### config.mk
export PLATFORM = sky130hd
export DESIGN_NAME = wb_lsu_master
export DESIGN_NICKNAME = d
export VERILOG_FILES = /design/src/rtl/lsu_pkg.sv /design/src/rtl/lsu_lane_align.sv /design/src/rtl/wb_lsu_master.sv
export SDC_FILE = /design/constraint.sdc
export NUM_CORES = 1
export LEC_CHECK = 0
export ABC_AREA = 0
export BUFFER_PORTS_ARGS = -buffer_cell sky130_fd_sc_hd__buf_4
export CORE_MARGIN = 4
export CORE_UTILIZATION = 30
export CTS_BUF_LIST = sky130_fd_sc_hd__clkbuf_4 sky130_fd_sc_hd__clkbuf_8 sky130_fd_sc_hd__clkbuf_16
export CTS_CLUSTER_DIAMETER = 100
export DETAILED_ROUTE_END_ITERATION = 6
export GPL_TIMING_DRIVEN = 0
export PLACE_DENSITY = 0.57
export SYNTH_ARGS = -nofsm -noshare
export SYNTH_HDL_FRONTEND = slang
export SYNTH_SLANG_ARGS = --single-unit
### constraint.sdc
create_clock -name clk_i -period 3.6 [get_ports clk_i]
set_input_delay 0.72 -clock clk_i [delete_from_list [all_inputs] [get_ports clk_i]]
set_output_delay 0.72 -clock clk_i [all_outputs]
set_load 0.05 [all_outputs]
### src/rtl/lsu_pkg.sv
// Shared types and constants for the Wishbone load/store initiator.
package lsu_pkg;

  typedef enum logic [1:0] {
    SZ_BYTE = 2'b00,
    SZ_HALF = 2'b01,
    SZ_WORD = 2'b10
  } size_e;

  typedef enum logic [1:0] {
    IDLE = 2'b00,
    BUS  = 2'b01,
    RESP = 2'b10
  } lsu_state_e;

  localparam int unsigned LSU_TIMEOUT_DEFAULT = 255;

  // Size 2'b11 is illegal and reported the same way as a misaligned access.
  function automatic logic lsu_bad_access(input logic [1:0] size, input logic [1:0] off);
    logic bad;
    case (size)
      SZ_BYTE: bad = 1'b0;
      SZ_HALF: bad = off[0];
      SZ_WORD: bad = (off != 2'b00);
      default: bad = 1'b1;
    endcase
    return bad;
  endfunction

endpackage

### src/rtl/lsu_lane_align.sv
// Combinational byte-lane steering: store-side selects/replicated data and
// load-side shift, mask and sign/zero extension.
module lsu_lane_align
  import lsu_pkg::*;
(
  input  logic [1:0]  st_size_i,
  input  logic [1:0]  st_off_i,
  input  logic [31:0] st_wdata_i,
  output logic [3:0]  st_sel_o,
  output logic [31:0] st_wdat_o,
  input  logic [31:0] ld_dat_i,
  input  logic [1:0]  ld_off_i,
  input  logic [1:0]  ld_size_i,
  input  logic        ld_unsigned_i,
  output logic [31:0] ld_rdata_o
);

  logic [31:0] ld_shifted;

  always_comb begin
    st_sel_o  = 4'b1111;
    st_wdat_o = st_wdata_i;
    case (st_size_i)
      SZ_BYTE: begin
        st_sel_o  = 4'b0001 << st_off_i;
        st_wdat_o = {4{st_wdata_i[7:0]}};
      end
      SZ_HALF: begin
        st_sel_o  = 4'b0011 << {st_off_i[1], 1'b0};
        st_wdat_o = {2{st_wdata_i[15:0]}};
      end
      default: ;
    endcase
  end

  always_comb begin
    ld_shifted = ld_dat_i >> {ld_off_i, 3'b000};
    ld_rdata_o = ld_shifted;
    case (ld_size_i)
      SZ_BYTE: ld_rdata_o = {{24{~ld_unsigned_i & ld_shifted[7]}}, ld_shifted[7:0]};
      SZ_HALF: ld_rdata_o = {{16{~ld_unsigned_i & ld_shifted[15]}}, ld_shifted[15:0]};
      default: ;
    endcase
  end

endmodule

### src/rtl/wb_lsu_master.sv
// Single-outstanding Wishbone classic initiator for core loads/stores; errors
// on misaligned/illegal size (response the cycle after acceptance) or bus timeout.
module wb_lsu_master
  import lsu_pkg::*;
#(
  parameter int unsigned TIMEOUT_CYCLES = LSU_TIMEOUT_DEFAULT
) (
  input  logic        clk_i,
  input  logic        rst_i,
  input  logic        req_valid_i,
  output logic        req_ready_o,
  input  logic        req_we_i,
  input  logic [31:0] req_addr_i,
  input  logic [1:0]  req_size_i,
  input  logic        req_unsigned_i,
  input  logic [31:0] req_wdata_i,
  output logic        rsp_valid_o,
  output logic [31:0] rsp_rdata_o,
  output logic        rsp_err_o,
  output logic        cyc_o,
  output logic        stb_o,
  output logic        we_o,
  output logic [31:0] adr_o,
  output logic [3:0]  sel_o,
  output logic [31:0] dat_o,
  input  logic [31:0] dat_i,
  input  logic        ack_i
);

  localparam int unsigned CW = $clog2(TIMEOUT_CYCLES + 1);

  lsu_state_e  state_q, state_d;
  logic        we_q, we_d, uns_q, uns_d, cyc_q, cyc_d, err_q, err_d;
  logic [1:0]  off_q, off_d, size_q, size_d;
  logic [31:0] adr_q, adr_d, dat_q, dat_d, rdata_q, rdata_d;
  logic [3:0]  sel_q, sel_d;
  logic [CW-1:0] cnt_q, cnt_d, cnt_inc;
  logic [3:0]  st_sel;
  logic [31:0] st_wdat, ld_rdata;

  lsu_lane_align u_align (
    .st_size_i    (req_size_i),
    .st_off_i     (req_addr_i[1:0]),
    .st_wdata_i   (req_wdata_i),
    .st_sel_o     (st_sel),
    .st_wdat_o    (st_wdat),
    .ld_dat_i     (dat_i),
    .ld_off_i     (off_q),
    .ld_size_i    (size_q),
    .ld_unsigned_i(uns_q),
    .ld_rdata_o   (ld_rdata)
  );

  always_comb begin
    state_d = state_q;
    we_d    = we_q;
    uns_d   = uns_q;
    off_d   = off_q;
    size_d  = size_q;
    cyc_d   = cyc_q;
    adr_d   = adr_q;
    sel_d   = sel_q;
    dat_d   = dat_q;
    cnt_d   = cnt_q;
    err_d   = err_q;
    rdata_d = rdata_q;
    cnt_inc = cnt_q + 1'b1;
    case (state_q)
      IDLE: begin
        if (req_valid_i) begin
          we_d   = req_we_i;
          off_d  = req_addr_i[1:0];
          size_d = req_size_i;
          uns_d  = req_unsigned_i;
          if (lsu_bad_access(req_size_i, req_addr_i[1:0])) begin
            err_d   = 1'b1;
            rdata_d = '0;
            state_d = RESP;
          end else begin
            cyc_d   = 1'b1;
            adr_d   = {req_addr_i[31:2], 2'b00};
            sel_d   = st_sel;
            dat_d   = st_wdat;
            cnt_d   = '0;
            state_d = BUS;
          end
        end
      end
      BUS: begin
        // ack takes priority over a timeout expiring in the same cycle
        if (ack_i) begin
          cyc_d   = 1'b0;
          err_d   = 1'b0;
          rdata_d = we_q ? 32'h0 : ld_rdata;
          state_d = RESP;
        end else begin
          cnt_d = cnt_inc;
          if (cnt_inc == CW'(TIMEOUT_CYCLES)) begin
            cyc_d   = 1'b0;
            err_d   = 1'b1;
            rdata_d = '0;
            state_d = RESP;
          end
        end
      end
      RESP:    state_d = IDLE;
      default: state_d = IDLE;
    endcase
  end

  always_ff @(posedge clk_i or posedge rst_i) begin
    if (rst_i) begin
      state_q <= IDLE;
      we_q    <= 1'b0;
      uns_q   <= 1'b0;
      off_q   <= '0;
      size_q  <= '0;
      cyc_q   <= 1'b0;
      adr_q   <= '0;
      sel_q   <= '0;
      dat_q   <= '0;
      cnt_q   <= '0;
      err_q   <= 1'b0;
      rdata_q <= '0;
    end else begin
      state_q <= state_d;
      we_q    <= we_d;
      uns_q   <= uns_d;
      off_q   <= off_d;
      size_q  <= size_d;
      cyc_q   <= cyc_d;
      adr_q   <= adr_d;
      sel_q   <= sel_d;
      dat_q   <= dat_d;
      cnt_q   <= cnt_d;
      err_q   <= err_d;
      rdata_q <= rdata_d;
    end
  end

  assign req_ready_o = (state_q == IDLE);
  assign rsp_valid_o = (state_q == RESP);
  assign rsp_rdata_o = rdata_q;
  assign rsp_err_o   = err_q;
  assign cyc_o       = cyc_q;
  assign stb_o       = cyc_q;
  assign we_o        = we_q;
  assign adr_o       = adr_q;
  assign sel_o       = sel_q;
  assign dat_o       = dat_q;

endmodule

==> metrics.txt <==
result of the run completed; count of nets after finishing 856; met2 Usage GRT 26.8%; final worst clock skew 0.00657 ns; number of detailed-route iterations in the first pass 4; detailed placer's ending HPWL 14.0 mm; kind of cell adding the most delay to the critical path simple AND/OR/NAND/NOR gates; number of global-route vias before repair 5246; remaining number of nets flagged by the antenna check after routing 0; final-layout worst hold slack 0.430 ns; upper clock frequency limit 462 MHz; Cell variety after synth 48; adder and majority gate portion of the synthesized area 0.449%; share of the synthesized area in compound gates (AO/OA/AOI/OAI) 16.5%; power share of the clock group 25.5%; sum of negative setup slack 0 ns; antenna violations before repair 0; Switching Power 3.11 mW; number of buffers inserted to repair setup after CTS 0; leading register cell type out of synthesis sky130_fd_sc_hd__dfrtp_1; number of enable-type register cells in the synthesized netlist 0; slack of the critical path 1.44 ns; latest clock arrival within the worst-skew pair 0.41 ns; switch share 44.7%; placer congestion estimate 0.910; Sequential Area 2900 µm²; sequential share of the synthesized area 52.1%; Initial Util 30.7%; P_int 3.86 mW; worst-margin pin slew 0.932 ns; maximum single-stage delay on the critical path 0.55 ns; RSZ-0062 raised after global routing no; Critical-path top delay cell sky130_fd_sc_hd__nor3b_2; critical path class reg2reg; root buffer cell sky130_fd_sc_hd__clkbuf_16; synthesized area per cell 10.7 µm²; list of cells traversed by the critical path nand3b_1, or2_1, nor3b_2, and2b_1, buf_4, a221o_1; met1 layer usage reported by global route 20.9%; total vias in the final route 4963; simple-gate area share of the yosys netlist 10.4%; worst hold path type in2async; Filler Cell Count 1775; register bit count reported by yosys 116; Post-route DRC 0; wire length of the first global-routing pass 28.0 mm; crit end category flop; final global-route overflow total 0; Syn Std Cell Area 5580 µm²; leakage 3.96 nW; combinational family with the most area after synthesis compound AO/OA/AOI/OAI gates; largest fanout of any net on the critical path 9; Fin. Hold Viols 0; # Max-Cap Violations 0; Die ar. 20800 µm²; H-tree depth reported by CTS 4; global-route usage over all layers 17.4%; startpoint types flop; worst path arrival time 2.51 ns; total placed instance area 7470 µm²; Final Cycle Share 60.1%; total buffers and inverters traversed by the critical path 1; Warnings, synthesis 0; TritonCTS clock tree done; total area of multi-input combinational cells 2420 µm²; WL final 18.0 mm; reg2reg setup slack 1.44 ns; die height 144 µm; Longest Clk Path Bufs 2; gate count after technology mapping 522; critical path data required time 3.95 ns; Pwr Total 6.97 mW; layout cells sized above 1 41.7%; IR Drop Worst-Case VDD 0.582 mV; Vias/cell 5.00; Die Width 144 µm; area grow syn2layout 45.1%; Post-CTS Hold Fix Bufs 0; pin count of the biggest net entering global routing 34; XOR/XNOR Fraction of Synth Area 0.943%; clock input transition at the sequential cells of the worst setup and hold paths 0.06 ns; most congested layer reported by global routing met2; number of violations reported at the end of detailed-routing iteration 0 159; total of buffers placed on input and output ports 205; Reg power frac 28.6%; post-CTS resize count 0; Non-Filler Cell Area, Final 8090 µm²; area of the core 18100 µm²; Min Clock Period, post-route 2.16 ns; ys async rst share 100%; average detailed-routed wire length per instance 18.1 µm; worst max-slew margin expressed relative to the limit 37.6%; number of diodes 0; pre-CTS setup slack 1.04 ns; count of standard-cell rows 49; proportion of power drawn by combinational gates 45.9%; mux contribution to synthesized area 15.0%; number of pins with negative max-slew slack in the final report 0; number of setup violations in the final report 0; global routing usage on met3 8.83%; pwr dens 861 nW/µm²; CTS buffer count 17; clk sinks 116; number of ports placed on the die boundary 210
[metal layers]
layer | part of all wire [%] | up-vias
li1 | - | 2313
met1 | 40 | 2389
met2 | 44 | 238
met3 | 13 | 23
met4 | 1.9 | 0
met5 | 0 | -
[state kept, by name, indices dropped and copies added (netlist names)]
name and count:
sel_o 4, size_q 2, uns_q 1, state_q 2
dat_o 32, off_q 2, cnt_q 8, we_o 1
cyc_o 1, rsp_err_o 1, adr_o 30, rsp_rdata_o 32
[path summary, 6_finish.rpt]
kind                            cells past startpoint       start              end
worst min register to register                      2   rsp_err_o        rsp_err_o
worst max-delay path                                6  state_q[1]  rsp_rdata_o[30]
worst max register to register                      6  state_q[1]  rsp_rdata_o[30]
max in group asynchronous                           4       rst_i         adr_o[7]
min in group clk_i                                  2   rsp_err_o        rsp_err_o
worst min-delay path                                2       rst_i  rsp_rdata_o[31]
[power by group through the flow]
stage	Clock [mW]	Combinational [mW]	Sequential, mW
after floorplan	0	0.868	3.28
after detailed placement	0	3.22	2.01
after global routing	1.88	3.39	2.05
final	1.78	3.20	2.00
after global placement	0	3.18	1.99
after CTS	1.82	3.23	2.00
[final cells by class]
type	count	share of cell area, %
Clock inverter	15	2.43
Clock buffer	17	5.26
Inverter	14	0.696
Timing Repair Buffer	208	19.8
Tap cell	229	3.54
Multi-Input combinational cell	355	29.9
Sequential cell	116	35.9
Buffer	38	2.49
[synthesized netlist by cell type (all sizes together), types with 4 or more instances]
cell | n | share of area, %
a221o | 18 | 3.2
dfrtp | 116 | 52
o21ai | 58 | 5.2
and3 | 4 | 0.54
nand2 | 77 | 5.2
mux2 | 46 | 9.3
or2 | 4 | 0.45
a21oi | 31 | 2.8
a22o | 17 | 2.7
nand3 | 5 | 0.45
buf | 25 | 2.7
mux2i | 32 | 5.7
clkbuf | 13 | 0.88
inv | 14 | 0.94
nor2 | 22 | 1.5
[logic make-up (layout without fill, tap and decap cells)]
kind of cell | count (synthesis) | count (layout)
buf+inv | 52 | 292
xor+xnor | 6 | 6
flops | 116 | 116
compound gates | 139 | 139
other cells | 1 | 2
fa+ha+maj | 2 | 2
mux | 78 | 78
simple gates | 128 | 128
[stage by stage]
stage | util [%] | instances
6_report | 44.6 | 992
5_1_grt | 44.6 | 992
4_1_cts | 44.6 | 992
3_5_place_dp | 41.2 | 960
3_3_place_gp | 40.8 | 957
2_1_floorplan | - | 523
[worst register-to-register path, delay by kind of cell (launching register included)]
kind                   cells  cell delay [ns]
buffers and inverters      1             0.15
AND/OR/NAND/NOR            4             1.33
flip-flops                 1             0.46
AO/OA/AOI/OAI              1             0.16
[cells in the final DEF, fill, tap and decap left out, types with 3 or more instances in the layout]
master | synthesis | final
sky130_fd_sc_hd__a22o_1 | 17 | 17
sky130_fd_sc_hd__a221o_1 | 18 | 18
sky130_fd_sc_hd__buf_12 | 0 | 3
sky130_fd_sc_hd__buf_2 | 14 | 14
sky130_fd_sc_hd__a21oi_1 | 31 | 31
sky130_fd_sc_hd__nand2b_1 | 3 | 3
sky130_fd_sc_hd__o21ai_0 | 57 | 57
sky130_fd_sc_hd__mux2i_1 | 32 | 32
sky130_fd_sc_hd__and3_1 | 3 | 3
sky130_fd_sc_hd__mux2_2 | 46 | 46
sky130_fd_sc_hd__buf_4 | 7 | 212
sky130_fd_sc_hd__dfrtp_1 | 116 | 116
sky130_fd_sc_hd__clkinv_4 | 0 | 5
sky130_fd_sc_hd__clkbuf_16 | 0 | 17
sky130_fd_sc_hd__a31oi_1 | 3 | 3
sky130_fd_sc_hd__nand2_1 | 77 | 77
sky130_fd_sc_hd__inv_6 | 0 | 5
sky130_fd_sc_hd__inv_1 | 14 | 13
sky130_fd_sc_hd__nand3_1 | 5 | 5
sky130_fd_sc_hd__xor2_1 | 3 | 3
sky130_fd_sc_hd__clkbuf_1 | 13 | 13
sky130_fd_sc_hd__bufinv_16 | 0 | 3
sky130_fd_sc_hd__nor2_1 | 22 | 22
sky130_fd_sc_hd__xnor2_1 | 3 | 3
(Power assumes the default switching activity.)
